<file path="config.mk">
export PLATFORM = sky130hd
export DESIGN_NAME = alu_arbiter
export DESIGN_NICKNAME = d
export VERILOG_FILES = /design/src/rtl/alu_arbiter.sv
export SDC_FILE = /design/constraint.sdc
export NUM_CORES = 1
export LEC_CHECK = 0
export ABC_AREA = 1
export CAP_MARGIN = 5
export CORE_MARGIN = 2
export CORE_UTILIZATION = 37
export DETAILED_ROUTE_END_ITERATION = 8
export PLACE_DENSITY = 0.81
export SLEW_MARGIN = 20
export SYNTH_ARGS = -nofsm -noshare
export SYNTH_HDL_FRONTEND = slang
export SYNTH_SLANG_ARGS = --single-unit
export TNS_END_PERCENT = 30
</file>
<file path="constraint.sdc">
create_clock -name clk -period 1.2 [get_ports clk]
set_input_delay 0.18 -clock clk [delete_from_list [all_inputs] [get_ports clk]]
set_output_delay 0.18 -clock clk [all_outputs]
set_load 0.1 [all_outputs]
</file>
<file path="src/rtl/alu_arbiter.sv">
// rtl/alu_arbiter.sv - round-robin arbiter sharing one combinational ALU between two requesters
// Optional grant counters enabled by macro ALU_ARBITER_CNT_EN.
module alu_arbiter #(
  parameter bit RR_INIT = 1'b0
) (
  input  logic        clk,
  input  logic        rst,
  input  logic        r0_valid,
  output logic        r0_ready,
  input  logic [15:0] r0_A,
  input  logic [15:0] r0_B,
  input  logic        r0_invA,
  input  logic        r0_invB,
  input  logic        r0_cin,
  input  logic [3:0]  r0_mode,
  input  logic        r1_valid,
  output logic        r1_ready,
  input  logic [15:0] r1_A,
  input  logic [15:0] r1_B,
  input  logic        r1_invA,
  input  logic        r1_invB,
  input  logic        r1_cin,
  input  logic [3:0]  r1_mode,
  output logic [15:0] alu_A,
  output logic [15:0] alu_B,
  output logic        alu_invA,
  output logic        alu_invB,
  output logic        alu_cin,
  output logic [3:0]  alu_mode,
  input  logic [15:0] alu_out,
  output logic        res_valid,
  input  logic        res_ready,
  output logic        res_id,
  output logic [15:0] res_data,
  output logic [15:0] grant0_cnt,
  output logic [15:0] grant1_cnt
);

  typedef enum logic [1:0] {IDLE, EXEC, RESP} state_t;

  state_t state;
  logic   rr;
  logic   sel;
  logic   take;

  // sel names the winner: the sole valid requester, or rr when both are valid
  always_comb begin
    sel  = (r0_valid && r1_valid) ? rr : r1_valid;
    take = !rst && (state == IDLE) && (r0_valid || r1_valid);
  end

  assign r0_ready = take && !sel;
  assign r1_ready = take && sel;

  always_ff @(posedge clk) begin
    if (rst) begin
      state     <= IDLE;
      rr        <= RR_INIT;
      alu_A     <= 16'h0000;
      alu_B     <= 16'h0000;
      alu_invA  <= 1'b0;
      alu_invB  <= 1'b0;
      alu_cin   <= 1'b0;
      alu_mode  <= 4'h0;
      res_valid <= 1'b0;
      res_id    <= 1'b0;
      res_data  <= 16'h0000;
    end else begin
      case (state)
        IDLE: begin
          if (take) begin
            alu_A    <= sel ? r1_A    : r0_A;
            alu_B    <= sel ? r1_B    : r0_B;
            alu_invA <= sel ? r1_invA : r0_invA;
            alu_invB <= sel ? r1_invB : r0_invB;
            alu_cin  <= sel ? r1_cin  : r0_cin;
            alu_mode <= sel ? r1_mode : r0_mode;
            res_id   <= sel;
            // Priority always moves to the requester that was not served
            rr       <= ~sel;
            state    <= EXEC;
          end
        end
        EXEC: begin
          res_data  <= alu_out;
          res_valid <= 1'b1;
          state     <= RESP;
        end
        RESP: begin
          if (res_ready) begin
            res_valid <= 1'b0;
            state     <= IDLE;
          end
        end
        default: state <= IDLE;
      endcase
    end
  end

`ifdef ALU_ARBITER_CNT_EN
  logic [15:0] cnt0;
  logic [15:0] cnt1;

  always_ff @(posedge clk) begin
    if (rst) begin
      cnt0 <= 16'h0000;
      cnt1 <= 16'h0000;
    end else begin
      if (r0_valid && r0_ready && cnt0 != 16'hFFFF) cnt0 <= cnt0 + 16'h0001;
      if (r1_valid && r1_ready && cnt1 != 16'hFFFF) cnt1 <= cnt1 + 16'h0001;
    end
  end

  assign grant0_cnt = cnt0;
  assign grant1_cnt = cnt1;
`else
  assign grant0_cnt = 16'h0000;
  assign grant1_cnt = 16'h0000;
`endif

endmodule
</file>
==> metrics.txt <==
outcome=finished, violations left; failing checks=negative setup slack; io pins=190; grt ovf=0; Synthesis Warnings=0; Die Outline Area=8912 um2; Worst Path Required=1020 ps; Critical Path Source Type=flip-flop; Netlist cell types=23; Initial Util=0.3873; RSZ-0062 raised after global routing=yes; final instance area=5634 um2; post-synth top area share=0.3972; FF-to-FF Start=state[1]; M1 WL=3.620 mm; Die Ht=94.41 um; Final Cycle Share=1.201; Final #Nets=about 700; CTS Buffer Depth=2; nature of the critical path endpoint=output pin; hold_buf cts=0; Final Skew=5.868 ps; top-count cell post-synth=nand2_1; final worst path period need=1441 ps; Antenna Nets Post-Route=0; largest area contributor in the netlist=dfxtp_1; Mapped Area=3024 um2; synth cell count leaders=157 x nand2_1, 60 x dfxtp_1, 40 x buf_4, 39 x nand3_1, 35 x nor2_1; CTS root buf=clkbuf_8; Post-Syn Instances=428; Peak Freq=693.8 MHz; vias per inst=between 4 and 5; ys flop type=dfxtp_1; worst setup path start=rr; R2R Setup Slk=-140 ps; post-synthesis sequential area ratio=0.3972; overall die width=94.41 um; IO buf count=~160; Area Growth Syn to Fin=86.31%; max cap viols=0; CTS tree=done; CP max-delay cell=dfxtp_2; WL final=roughly 9.7 mm; hold slack=around 290 ps; Reg2Reg Depth=8; slack of the critical path=-241.3 ps; FF+latch count, synth=60; RD Place Congestion=~0.83; Worst-path clk slew=70 ps; # diodes=0; global-route wire length before repair=about 15 mm; highest metal used=met4; CP Capture Point=r0_ready; Cell Area, Placed=5200 um2; Max Fanout on Critical Path=3; share of layout cells above drive strength 1=0.2814; Crit Reg-Reg Endpoint=alu_B[11]; WL/cell=around 14 um; top cells by area, synth=dfxtp_1 40%, nand2_1 19%, buf_4 9.9%; Syn Area/Cell=7.066 um2; Num CTS Buffers=9; met3 WL=678 um; vias in the first global route=approximately 3100; Clock Latency Late Sink=320 ps; CTS H-tree depth=3; leakage=~2.4 nW; largest net degree at the start of global routing=33; initial antenna violation count=0; Top cell by count, worst path=buf_12; CP Cell Sequence=inv_2 > nand2_4 > buf_12 > a21oi_4 > buf_12; Post-synth EDFFs=0; via count=approximately 3200; Initial DRC Count=76; final setup violation count=43; clk sinks=60; final hold violation count=0; met2 routed WL=5.256 mm; DRT Pass-1 Iters=6; pins over their slew limit=0; Worst Hold Class=input pin to flip-flop; WS Path Type=flip-flop to output pin; Worst VDD drop=0.0008282 V; Arrival @ worst endpoint=1260 ps; core footprint=7807 um2; power per cell area=approximately 1300 nW/um2; placement row count=32; CP peak stage delay=roughly 320 ps; gr usage total=0.2098; Post-route DRC=0; ys async rst share=0; DP HPWL=7.041 mm
[sequential cells by signal (all words and copies together), names as in the netlist]
| signal | cells |
|---|---|
| res_data | 16 |
| alu_invA | 1 |
| alu_B | 16 |
| res_id | 1 |
| state | 2 |
| alu_mode | 4 |
| alu_invB | 1 |
| rr | 1 |
| res_valid | 1 |
| alu_A | 16 |
| alu_cin | 1 |
[per-stage QoR]
stage	setup WS (ps)	power, W	utilization	std cells	TNS (ps)
final	-241.3	0.007533	0.7216	699	-4538
after global placement	-314.8	0.005543	0.6660	673	-12920
after floorplan	-191.4	0.004490	-	459	-3201
after detailed placement	-403.4	0.005593	0.6660	673	-14790
after CTS	-242.9	0.007512	0.7085	695	-3706
after global routing	-296.7	0.007830	0.7216	699	-8030
[metal layers]
metal	GRT usage	up-vias
met2	0.4012	131
met5	0	-
met3	0.05267	12
met4	0.06763	0
met1	0.2238	1478
li1	-	1625
[power by group]
part | total (W) | switching, W | leakage [nW] | internal (W)
Clock | 0.00183 | 0.000768 | 0.109 | 0.00106
Combinational | 0.00338 | 0.00218 | 1.79 | 0.00120
Sequential | 0.00232 | 0.000165 | 0.499 | 0.00216
Total | 0.00753 | 0.00311 | 2.40 | 0.00442
[worst max-delay path, delay by kind of cell, from the launching register on]
| family | cells | cell delay [ps] |
|---|---|---|
| AOI/OAI and AO/OA | 1 | 160 |
| buffers and inverters | 3 | 380 |
| and+or+nand+nor | 1 | 70 |
| DFF | 1 | 320 |
[layout make-up]
| cell class | instances | area, um2 |
|---|---|---|
| Timing Repair Buffer | 184 | 2477 |
| Fill cell | 588 | 2173 |
| Multi-Input combinational cell | 332 | 1585 |
| Sequential cell | 60 | 1224 |
| Clock buffer | 11 | 151.4 |
| Tap cell | 102 | 127.6 |
| Clock inverter | 5 | 50.05 |
| Inverter | 5 | 18.77 |
[cell families after synthesis]
family | Yosys count | share of synthesized area
and+or+nand+nor | 239 | 0.3289
buffers and inverters | 67 | 0.1527
DFF | 60 | 0.3972
AOI/OAI and AO/OA | 61 | 0.1200
other | 1 | 0.001240
[worst min path at each step]
stage / from / to / cells after the start
2_1_floorplan: res_ready / res_valid / 1
3_3_place_gp: alu_B[10] / alu_B[10] / 2
3_5_place_dp: alu_A[10] / alu_A[10] / 2
4_1_cts: rst / alu_A[13] / 3
5_1_grt: rst / alu_A[13] / 3
6_report: rst / alu_A[13] / 3
[layout by cell type, fill, tap and decap left out, types with 3 or more instances in the layout]
cell	n
a21oi_1	10
a21oi_2	30
buf_12	65
buf_4	17
clkbuf_8	11
clkdlybuf4s50_1	95
clkinv_2	4
conb_1	32
dfxtp_1	44
dfxtp_2	15
inv_2	5
nand2_1	153
nand2_2	3
nand3_1	39
nor2_1	34
nor2_4	4
o21ai_0	14
o21ai_1	5
[timing repair]
| action | 4_1_cts | 5_1_grt |
|---|---|---|
| setup endpoints to repair | 31 | 58 |
| cloned | 2 | 1 |
| setup buffers | 4 | 4 |
| pin swaps | 3 | 3 |
| gates resized for setup | 14 | 22 |
No activity file was read; power rests on OpenSTA's default activity.
==> edit 1 (config.mk and constraints unchanged) <==
Add a define of `ALU_ARBITER_CNT_EN`.
--- a/src/rtl/alu_arbiter.sv
+++ b/src/rtl/alu_arbiter.sv
@@ -1,5 +1,7 @@
 // rtl/alu_arbiter.sv - round-robin arbiter sharing one combinational ALU between two requesters
 // Optional grant counters enabled by macro ALU_ARBITER_CNT_EN.
+`define ALU_ARBITER_CNT_EN
+
 module alu_arbiter #(
   parameter bit RR_INIT = 1'b0
 ) (
Formal check against the unedited RTL: not equivalent (a bounded check fails within 4 cycles, from zero or initial values and one cycle with rst high).
==> edit 1 against the unedited design <==
- the run still ends with setup timing left
- worst setup slack worse by 110 ps
- count of clock-buffer cells in the layout shrank 1
- routed wire length up 61%
- sequential cell count rose by 32
- area after synthesis grew 39%
- power grew 37%
- cell area grew 54%
- via count rose by 59%
- largest power group unchanged
==> edit 1: results (changes against the unedited design) <==
cts.clk_slew.worst_paths_ps: 70  # about the same
ir_drop_v: 0.000881  # was 0.000828 V
min_path_type: "input port to flip-flop"  # unchanged
synthAdderAreaFrac_pct: 0.594  # was 0%
setup_viol_count_final: 77  # was 43
fin_setup_tns_ps: -17480  # was -4540 ps
cp_data_arrival_time_ps: 1380  # was 1260 ps
numCtsBuffers: 9  # unchanged
dpl_cell_area_sq_mm: 0.00786  # was 0.00520 sq mm
grt_pass1_wl_mm: 25.4  # was 14.6 mm
gp_congestion: 0.839  # was 0.831
synth_area_leaders: "dfxtp_1, nand2_1, nor2_1, a31oi_1, inv_1"  # was dfxtp_1, nand2_1, buf_4, nand3_1, a21oi_2
htree_levels: 3  # unchanged
nets: 1002  # was 691
worst_clock_skew_ps: 11.9  # was 5.87 ps
first_pass_iters: 4  # was 6
max_slew_margin_pct: 63.0
failed_checks: "setup timing"  # unchanged
grt_pass1_vias: 5322  # was 3139
worst_slack_ps: -356  # was -241 ps
cp_max_fo: 4  # was 3
n_antenna_cell: 0  # unchanged
drive_gt1_share_pct: 33.6  # was 28.1%
yosysUniqueCellTypes: 27  # was 23
synthMuxAreaShare_pct: 0  # unchanged
wl_per_cell_um: 15.0  # was 13.9 um
cpPeakStageDelay_ps: 490  # was 320 ps
seq_area_frac_synth_pct: 43.7  # was 39.7%
synthArstFlopShare_pct: 0  # unchanged
clockBufferDepth: 2  # unchanged
vias: 5152  # was 3246
fill_cells: 675  # was 588
io_buffer_count: 189  # was 157
hpwlAfterDp_mm: 10.7  # was 7.04 mm
grt_max_degree: 50  # was 33
synth_xor_area_share_pct: 2.08  # was 0%
ys_warn_count: 0  # unchanged
remaining_drc_errors: 0  # unchanged
leakage_uw: 0.00359  # was 0.00240 uW
synth_compound_area_share_pct: 10.6  # was 12.0%
cp_slowest_cell: "clkdlybuf4s50_1"  # was dfxtp_2
r2r_slack_ps: -300  # was -140 ps
track_usage_pct: 25.3  # was 21.0%
outcome: "complete, but fails checks"  # unchanged
pre_cts_slack_ps: -587  # was -403 ps
synth_nets: 734
post-route-util_pct: 79.1  # was 72.2%
drtIter0Drc: 217  # was 76
ctsRootBufferMaster: "clkbuf_16"  # was clkbuf_8
synth_common_cells: "nand2_1, nor2_1, dfxtp_1, a31oi_1, inv_1"  # was nand2_1, dfxtp_1, buf_4, nand3_1, nor2_1
clock_latency_ps: 340  # was 320 ps
-- edit 1: cell types whose count changed in the layout (fill, tap and decap cells not counted), sizes merged, moves of 22 or more --
cell,change
nor2,+85
conb,-32
buf,+99
dfxtp,+32
nand3,-22
nand2,+72
a31oi,+40
a21oi,-31
inv,+43
-- edit 1: cell type report --
class                      instances  area share, %
timing repair buffer             285           43.1
multi-input combinational        470           26.8
sequential                        92           22.4
clock buffer                      10           2.88
tap                              140           2.02
inverter                          43           1.89
clock inverter                     6          0.849
-- edit 1: routing by layer --
metal	global-route usage (%)	up-vias	wire length, um
met5	0	-	0
met4	9.83	0	437
met3	7.44	33	1050
met2	47.4	195	8280
met1	26.5	2373	5870
li1	-	2551	-
-- edit 1: path summary, 6_finish.rpt --
path | startpoint | end | depth (start not counted)
setup / recovery | r1_valid | r0_ready | 7
hold reg to reg | res_id$_SDFFE_PP0P_ | res_id$_SDFFE_PP0P_ | 2
setup reg to reg | state[0]$_SDFFE_PP0P_ | alu_A[12]$_SDFFE_PP0P_ | 7
hold / removal | r1_mode[1] | alu_mode[1]$_SDFFE_PP0P_ | 3
-- edit 1: cell families (layout without fill, tap and decap cells) --
logic type | count (synthesis) | in the layout
simple gates | 382 | 382
fa+ha+maj | 2 | 2
buf+inv | 71 | 344
xor+xnor | 10 | 10
compound gates | 76 | 76
flops | 92 | 92
-- edit 1: power breakdown --
group / leakage, uW / internal [uW] / switching, uW
combinational: 0.00265 / 1500 / 2250
sequential: 0.000775 / 3240 / 209
clock: 0.000161 / 1780 / 1330
-- edit 1: what timing repair did --
action,in CTS,in global routing
gates resized for setup,57,40
gates cloned,3,1
pin swaps,22,12
buffers inserted,16,1
endpoints found under the setup margin,79,102
-- edit 1: worst register-to-register path: stages, from the launching register on --
cell       delay, ps
dfxtp_2          340
nor2_4           120
nand3_4          130
nor2_4           150
buf_4            170
bufbuf_16        290
nand2_1           60
a31oi_1          150
-- edit 1: stage by stage --
stage	hold WS, ps	cells
floorplan	290	633
global placement	496	1009
detailed placement	504	1009
CTS	396	1044
global route	403	1046
finish	411	1046
==> edit 2 (same flow settings) <==
Made on the original files. Add an input register stage for `r1_mode`, cleared by the reset; this delays it by one clock. The other inputs are not delayed to match.
--- a/src/rtl/alu_arbiter.sv
+++ b/src/rtl/alu_arbiter.sv
@@ -38,6 +38,16 @@
 
   typedef enum logic [1:0] {IDLE, EXEC, RESP} state_t;
 
+  logic [3:0] r1_mode_q;
+
+  always_ff @(posedge clk) begin
+    if (rst) begin
+      r1_mode_q <= '0;
+    end else begin
+      r1_mode_q <= r1_mode;
+    end
+  end
+
   state_t state;
   logic   rr;
   logic   sel;
@@ -74,7 +84,7 @@
             alu_invA <= sel ? r1_invA : r0_invA;
             alu_invB <= sel ? r1_invB : r0_invB;
             alu_cin  <= sel ? r1_cin  : r0_cin;
-            alu_mode <= sel ? r1_mode : r0_mode;
+            alu_mode <= sel ? r1_mode_q : r0_mode;
             res_id   <= sel;
             // Priority always moves to the requester that was not served
             rr       <= ~sel;
Formal check against the unedited RTL: not equivalent (a bounded check fails within 4 cycles, from zero or initial values and one cycle with rst high).
==> edit 2 against the unedited design <==
- the run still ends with setup timing left
- utilization down 3.6 points
- first-iteration DRC count grew 38%
- power up 0.56%
- sequential cell count grew 4
- via count rose by 1.4%
- critical path type unchanged
- cell area decreased by 0.47%
- worst setup slack got worse by 16 ps
- synthesized cell count grew 2.8%
- area after synthesis up 2.2%
- routed wire length fell by 5.9%
- combinational power down 3%
- count of clock-buffer cells in the layout up 2
- largest power group unchanged
- global-route usage fell by 0.87 points
- largest cell class unchanged
==> edit 2: results (changes against the unedited design) <==
outcome: "complete, but fails checks"  # unchanged
failed_checks: "setup timing"  # unchanged
ys_ff_latch: 64  # was 60
antenna_found_initial: 1  # was 0
dpl_cell_area_sq_mm: 0.00529  # was 0.00520 sq mm
synth_common_cells: "nand2_1, dfxtp_1, a21oi_1, nand3_1, nor2_1"  # was nand2_1, dfxtp_1, buf_4, nand3_1, nor2_1
first_pass_iters: 4  # was 6
n_clock_buffer: 13  # was 11
grt_pass1_wl_mm: 14.2  # was 14.6 mm
drive_gt1_share_pct: 22.8  # was 28.1%
synth_area_leaders: "dfxtp_1, nand2_1, buf_4, a21oi_1, nand3_1"  # was dfxtp_1, nand2_1, buf_4, nand3_1, a21oi_2
p_seq_uw: 2460  # was 2320 uW
met2_wirelength_mm: 4.77  # was 5.26 mm
pre_cts_slack_ps: -414  # was -403 ps
hpwlAfterDp_mm: 6.98  # was 7.04 mm
grtUsageMet3_pct: 5.61  # was 5.27%
grt_max_degree: 42  # was 33
track_usage_pct: 20.1  # was 21.0%
netlist_instances: 440  # was 428
cp_max_fo: 4  # was 3
ir_drop_v: 0.000810  # was 0.000828 V
n_antenna_cell: 1  # was 0
met1_usage_pct: 21.8  # was 22.4%
cp_data_arrival_time_ps: 1280  # was 1260 ps
yosysUniqueCellTypes: 21  # was 23
dp_cells: 694  # was 673
critPathTopFamily: "flip-flops"  # was buffers and inverters
gp_congestion: 0.816  # was 0.831
drtIter0Drc: 105  # was 76
setup_viol_count_final: 7  # was 43
rr_startpoint: "rr$_SDFFE_PP0P_"  # was state[1]$_SDFFE_PP0P_
cp_slowest_cell: "dfxtp_2"  # unchanged
grt_pass1_vias: 3059  # was 3139
fin_area_sq_mm: 0.00561  # was 0.00563 sq mm
fin_setup_tns_ps: -549  # was -4540 ps
multi_input_area_sq_mm: 0.00150  # was 0.00159 sq mm
non_clock_buffer_area_share_pct: 43.4  # was 44.0%
grt_use_met2_pct: 37.3  # was 40.1%
signal_buffers: 185  # was 184
inv_count: 9  # was 5
synth_compound_area_share_pct: 9.92  # was 12.0%
vias: 3293  # was 3246
nWellTaps: 105  # was 102
wl_per_cell_um: 12.7  # was 13.9 um
seq_area_frac_synth_pct: 41.5  # was 39.7%
sw_frac_of_total_pct: 40.3  # was 41.3%
seqPwrFrac_pct: 32.5  # was 30.8%
clock_area_share_pct: 3.55  # was 3.58%
fill_cells: 619  # was 588
nets: 704  # was 691
clock_latency_ps: 320  # about the same
num-multi-input-gates: 336  # was 332
worst_slack_ps: -258  # was -241 ps
cpPeakStageDelay_ps: 340  # was 320 ps
wl_met3_um: 687  # was 678 um
via_per_inst: 4.60  # was 4.64
met1Wirelength_mm: 3.51  # was 3.62 mm
leakage_uw: 0.00244  # was 0.00240 uW
worst_clock_skew_ps: 4.34  # was 5.87 ps
cp-startpoint: "state[1]$_SDFFE_PP0P_"  # was rr$_SDFFE_PP0P_
-- edit 2: cell count changes after synthesis, moves of 7 or more --
cell,unedited run,this run
a21oi_1,26,41
o21ai_0,16,9
o21ai_1,3,10
a21oi_2,15,0
-- edit 2: path summary, 6_finish.rpt --
path | end | slack [ps] | cells past startpoint
setup / recovery | r0_ready | -260 | 4
hold / removal | state[1]$_SDFFE_PP0P_ | 220 | 3
setup reg to reg | alu_mode[2]$_SDFFE_PP0P_ | -30 | 9
hold reg to reg | alu_mode[0]$_SDFFE_PP0P_ | 500 | 2
-- edit 2: repair_timing --
action                                  4_1_cts  5_1_grt
gates resized for setup                       8       15
pin swaps                                     3        5
setup buffers                                 4        1
endpoints found under the setup margin       37       42
-- edit 2: tightest hold or removal path: cells and delay by family --
kind / cells / cell delay (ps)
AOI/OAI and AO/OA: 1 / 40
buffers and inverters: 2 / 290
